<file path="src/rtl/cmul_pkg.sv">
// rtl/cmul_pkg.sv - shared constants and types for the sequential complex multiplier
package cmul_pkg;

  typedef logic [1:0] state_t;

  localparam logic [1:0] S_IDLE = 2'd0;
  localparam logic [1:0] S_CALC = 2'd1;
  localparam logic [1:0] S_DONE = 2'd2;

  // Opcode bit1 selects the adder, bit0 selects subtract
  localparam logic [2:0] OP_MUL = 3'b000;
  localparam logic [2:0] OP_ADD = 3'b010;
  localparam logic [2:0] OP_SUB = 3'b011;

  localparam logic [31:0] FP_ONE    = 32'h3F80_0000;
  localparam logic [2:0]  NUM_STEPS = 3'd6;

endpackage

</file>
<file path="src/rtl/cplx_mul_seq.sv">
// rtl/cplx_mul_seq.sv - complex multiply y=a*w over one shared external FPU, one op per cycle
// Optional unity-twiddle bypass: CMUL_UNITY_SKIP_EN
module cplx_mul_seq
  import cmul_pkg::*;
(
  input  logic        clk,
  input  logic        rst,
  input  logic        in_valid,
  output logic        in_ready,
  input  logic [31:0] a_re,
  input  logic [31:0] a_im,
  input  logic [31:0] w_re,
  input  logic [31:0] w_im,
  output logic        out_valid,
  input  logic        out_ready,
  output logic [31:0] y_re,
  output logic [31:0] y_im,
  output logic [31:0] fpu_in1,
  output logic [31:0] fpu_in2,
  output logic        fpu_en,
  output logic [2:0]  fpu_opcode,
  input  logic [31:0] fpu_out
);

  state_t      state;
  logic [2:0]  step;
  logic [31:0] ar_q, ai_q, wr_q, wi_q;
  logic [31:0] p0, p1, p2, p3;
  logic        out_valid_q;
  logic        unity_hit;

`ifdef CMUL_UNITY_SKIP_EN
  assign unity_hit = (w_re == FP_ONE) && (w_im == 32'h0);
`else
  assign unity_hit = 1'b0;
`endif

  assign in_ready  = (state == S_IDLE);
  assign out_valid = out_valid_q;

  always_comb begin
    fpu_en     = 1'b0;
    fpu_in1    = 32'h0;
    fpu_in2    = 32'h0;
    fpu_opcode = OP_MUL;
    if (state == S_CALC) begin
      fpu_en = 1'b1;
      case (step)
        3'd0: begin fpu_in1 = ar_q; fpu_in2 = wr_q; end
        3'd1: begin fpu_in1 = ai_q; fpu_in2 = wi_q; end
        3'd2: begin fpu_in1 = ar_q; fpu_in2 = wi_q; end
        3'd3: begin fpu_in1 = ai_q; fpu_in2 = wr_q; end
        3'd4: begin fpu_in1 = p0;   fpu_in2 = p1;   fpu_opcode = OP_SUB; end
        3'd5: begin fpu_in1 = p2;   fpu_in2 = p3;   fpu_opcode = OP_ADD; end
        default: fpu_en = 1'b0;
      endcase
    end
  end

  always_ff @(posedge clk) begin
    if (rst) begin
      state       <= S_IDLE;
      step        <= 3'd0;
      ar_q        <= 32'h0;
      ai_q        <= 32'h0;
      wr_q        <= 32'h0;
      wi_q        <= 32'h0;
      p0          <= 32'h0;
      p1          <= 32'h0;
      p2          <= 32'h0;
      p3          <= 32'h0;
      y_re        <= 32'h0;
      y_im        <= 32'h0;
      out_valid_q <= 1'b0;
    end else begin
      case (state)
        S_IDLE: begin
          if (in_valid) begin
            ar_q <= a_re;
            ai_q <= a_im;
            wr_q <= w_re;
            wi_q <= w_im;
            step <= 3'd0;
            if (unity_hit) begin
              y_re  <= a_re;
              y_im  <= a_im;
              state <= S_DONE;
            end else begin
              state <= S_CALC;
            end
          end
        end
        S_CALC: begin
          case (step)
            3'd0: p0   <= fpu_out;
            3'd1: p1   <= fpu_out;
            3'd2: p2   <= fpu_out;
            3'd3: p3   <= fpu_out;
            3'd4: y_re <= fpu_out;
            3'd5: y_im <= fpu_out;
            default: ;
          endcase
          if (step == NUM_STEPS - 3'd1) state <= S_DONE;
          else step <= step + 3'd1;
        end
        S_DONE: begin
          // out_valid is registered, so it rises one edge after DONE is entered
          if (out_valid_q && out_ready) begin
            out_valid_q <= 1'b0;
            state       <= S_IDLE;
          end else begin
            out_valid_q <= 1'b1;
          end
        end
        default: state <= S_IDLE;
      endcase
    end
  end

endmodule

</file>
<file path="config.mk">
export PLATFORM = sky130hd
export DESIGN_NAME = cplx_mul_seq
export DESIGN_NICKNAME = d
export VERILOG_FILES = /design/src/rtl/cmul_pkg.sv /design/src/rtl/cplx_mul_seq.sv
export SDC_FILE = /design/constraint.sdc
export NUM_CORES = 1
export LEC_CHECK = 0
export CAP_MARGIN = 0
export CORE_MARGIN = 2
export CORE_UTILIZATION = 55
export DETAILED_ROUTE_END_ITERATION = 8
export GPL_ROUTABILITY_DRIVEN = 1
export PLACE_DENSITY = 0.86
export SLEW_MARGIN = 20
export SYNTH_ARGS = -nofsm -noshare
export SYNTH_HDL_FRONTEND = slang
export SYNTH_SLANG_ARGS = --single-unit
</file>
<file path="constraint.sdc">
create_clock -name clk -period 2.45 [get_ports clk]
set_input_delay 0.245 -clock clk [delete_from_list [all_inputs] [get_ports clk]]
set_output_delay 0.245 -clock clk [all_outputs]
set_load 0.05 [all_outputs]
</file>
==> run_results.csv <==
group,metric,value,unit
route,firstDrtPassIters,8,
floorplanning,initial_core_util,55.70,%
critical_path,start_kind,"flop",
critical_path,cp_common_cell,"buf_12",
critical_path,required,2200,ps
yosys,yosys.cell_types.count,36,
critical_path,criticalPathCategory,"flop to output port",
sta,max_slew_margin,48.68,%
yosys,syn_area,0.01347,mm2
place,postPlaceCellArea,0.01718,mm2
clock_tree,clkSinkCount,326,
critical_path,r2r-start,"step[1]$_SDFFE_PP0P_",
job,cap_viol_max_count,0,
floorplanning,die_area,0.02575,mm2
pwr,peakVddDrop,0.5854,mV
route,drc,0,
critical_path,critical_path.top_delay_family,"compound AO/OA/AOI/OAI gates",
clock_tree,cts_buffers,31,
floorplanning,die_h,160.5,um
place,routabilityCongestion,0.9007,
critical_path,cp_slowest_cell,"dfxtp_4",
clock_tree,path_clk_slew,60,ps
route,wire_per_inst,21.46,um
sta,rsz0062_at_grt,"yes",
sta,hold_viol_final,0,
global_route,grt_max_degree,132,
sta,clock.fmax,400.7,MHz
sta,setup_slack,-45.42,ps
global_route,antenna_found_initial,1,
route,wirelength,50420,um
final_layout,final_cells,2349,
critical_path,arrival,2250,ps
critical_path,path_max_fanout,16,
floorplanning,chipWidth,160.5,um
final_layout,area_growth,40.98,%
clock_tree,clk_latency,580,ps
sta,setup_viol,13,
final_layout,drive_gt1_share,13.39,%
floorplanning,ios,298,
pwr,power.total,12.45,mW
critical_path,cp-startpoint,"step[0]$_SDFFE_PP0P_",
floorplanning,core-area,0.02418,mm2
global_route,grt-busiest-layer,"met2",
pwr,power_density,655.7,mW/mm2
global_route,grt_pass1_wl,72720,um
outcome,violations,"setup timing",
pwr,power.leakage,6.356,nW
sta,timing.final.crit_share,101.9,%
critical_path,crit_chain,"inv_2 > ha_2 > o21ba_4 > buf_12 > a22oi_2 > a21oi_2 > buf_12",
critical_path,max_stage_delay,380,ps
route,drt_iter0_drc,1953,
global_route,grt.total_usage,35.20,%
yosys,ys_seq_area_share,48.47,%
route,via_count,14361,
place,dp_cells,2279,
route,vias_per_cell,6.114,
final_layout,num-nets-final,2169,
clock_tree,hold_buffers,0,
final_layout,final_util,78.52,%
sta,clock_skew,19.92,ps
sta,finalSetupTns,-260.6,ps
clock_tree,htreeDepth,1,
place,io_buffers,296,
global_route,grt_pass1_vias,13261,
global_route,grt.overflow.total,0,
place,dp.final_hpwl,29710,um
yosys,syn-num-nets,1955,
global_route,grtUsageMet2,53.80,%
final_layout,fin_area,0.01898,mm2
clock_tree,clockBufferDepth,3,
min_path,hold_path_startpoint,"rst",
outcome,outcome,"finished, violations left",
yosys,synthCells,1786,
yosys,ys_seq_elements,326,
yosys,synth_warnings,0,
sta,fin_crit,2495,ps
sta,tightest_slew,769.8,ps
global_route,use_met3,7.361,%
global_route,grt_util_met1,48.41,%
critical_path,end_kind,"output port",
min_path,min_path_type,"primary input to flop",
yosys,syn_avg_cell_area,7.539,um2
critical_path,worstPathBufferInverterCount,3,
clock_tree,clockRootBuffer,"clkbuf_16",
route,antenna_left,0,
floorplanning,rows,57,
clock_tree,tritoncts,"done",
sta,drv_slew,0,
[final cells by class]
class / count / area [um2]
Multi-Input combinational cell: 1293 / 6695
Sequential cell: 326 / 6538
Fill cell: 1488 / 5194
Timing Repair Buffer: 342 / 4264
Clock buffer: 40 / 849.6
Tap cell: 324 / 405.4
Clock inverter: 17 / 203.9
Inverter: 6 / 25.02
Antenna cell: 1 / 2.502
[placed cells by master (no fill, tap or decap), types with 7 or more instances in the layout]
cell,count
o21ai_1,23
a22oi_1,8
dfxtp_1,323
a31oi_2,16
o21ai_0,42
a31oi_4,10
buf_4,25
clkbuf_16,34
a21oi_2,32
a22o_1,63
clkinv_2,7
a22oi_2,24
nand2_1,705
buf_12,83
clkdlybuf4s50_1,228
a21oi_1,326
[report_power, final]
part	switching [mW]	total, mW	internal [mW]
sequential	0.119	5.61	5.49
combinational	1.07	1.82	0.747
clock	2.15	5.02	2.88
[cell families after synthesis]
family | Yosys count | share of synthesized area (%)
adders and majority gates | 5 | 0.4646
AOI/OAI and AO/OA | 558 | 23.57
other | 1 | 0.02785
buffers and inverters | 167 | 6.254
DFF | 326 | 48.47
and+or+nand+nor | 729 | 21.21
[sequential cells by signal, indices dropped and copies added, names as in the netlist]
register   count
p1            32
step           3
p3            32
state          2
out_valid      1
y_im          32
ai_q          32
p2            32
wi_q          32
p0            32
ar_q          32
y_re          32
wr_q          32
[synthesized netlist by cell type]
| cell | count | area (um2) |
|---|---|---|
| a211o_1 | 1 | 8.760 |
| a21oi_1 | 358 | 1792 |
| a22o_1 | 64 | 560.5 |
| a22oi_1 | 32 | 240.2 |
| a31oi_1 | 32 | 200.2 |
| and2_1 | 1 | 6.260 |
| and2b_1 | 1 | 7.510 |
| and3b_1 | 1 | 8.760 |
| and4b_1 | 1 | 10.01 |
| and4bb_2 | 2 | 25.02 |
| buf_1 | 2 | 7.510 |
| buf_2 | 61 | 305.3 |
| buf_4 | 15 | 112.6 |
| buf_6 | 11 | 123.9 |
| clkbuf_1 | 72 | 270.3 |
| conb_1 | 1 | 3.750 |
| dfxtp_1 | 326 | 6526 |
| ha_1 | 5 | 62.56 |
| inv_1 | 5 | 18.77 |
| inv_2 | 1 | 3.750 |
| nand2_1 | 705 | 2646 |
| nand2b_1 | 2 | 12.51 |
| nand3_1 | 2 | 10.01 |
| nand3b_1 | 1 | 7.510 |
| nand4b_1 | 1 | 8.760 |
| nand4b_4 | 1 | 23.77 |
| nand4bb_1 | 3 | 33.78 |
| nor2_1 | 2 | 7.510 |
| nor2b_1 | 2 | 12.51 |
| nor3_1 | 1 | 5.000 |
| nor3b_2 | 1 | 12.51 |
| nor4bb_1 | 1 | 10.01 |
| o211ai_1 | 3 | 22.52 |
| o21ai_0 | 66 | 330.3 |
| o21ba_2 | 2 | 20.02 |
| or3b_1 | 1 | 8.760 |
[stage by stage]
| stage | setup slack, ps | hold WS, ps |
|---|---|---|
| global route | -98.62 | 193.5 |
| floorplan | 56.74 | 381.0 |
| finish | -45.42 | 160.6 |
| CTS | 0.2436 | 168.7 |
| detailed placement | 311.6 | 444.4 |
| global placement | 365.8 | 438.1 |
[what timing repair did]
item | in CTS | in global routing
buffers inserted | 5 | 2
pin swaps | 30 | 37
gates resized for setup | 66 | 68
cloned | 1 | 4
endpoints found under the setup margin | 65 | 65
[final timing paths]
check | end | cells past startpoint | slack (ps)
setup / recovery | fpu_in1[29] | 7 | -50
hold / removal | state[0]$_SDFFE_PP0P_ | 2 | 160
setup reg to reg | p1[2]$_SDFFE_PP0P_ | 7 | 340
hold reg to reg | y_im[23]$_SDFFE_PP0P_ | 2 | 450
[per-layer routing]
| layer | wire (um) | up-vias |
|---|---|---|
| met5 | 0 | - |
| met4 | 2562 | 0 |
| met3 | 6171 | 182 |
| met2 | 22240 | 1049 |
| met1 | 19450 | 6723 |
| li1 | - | 6407 |
Power figures use the tool's default switching activity.
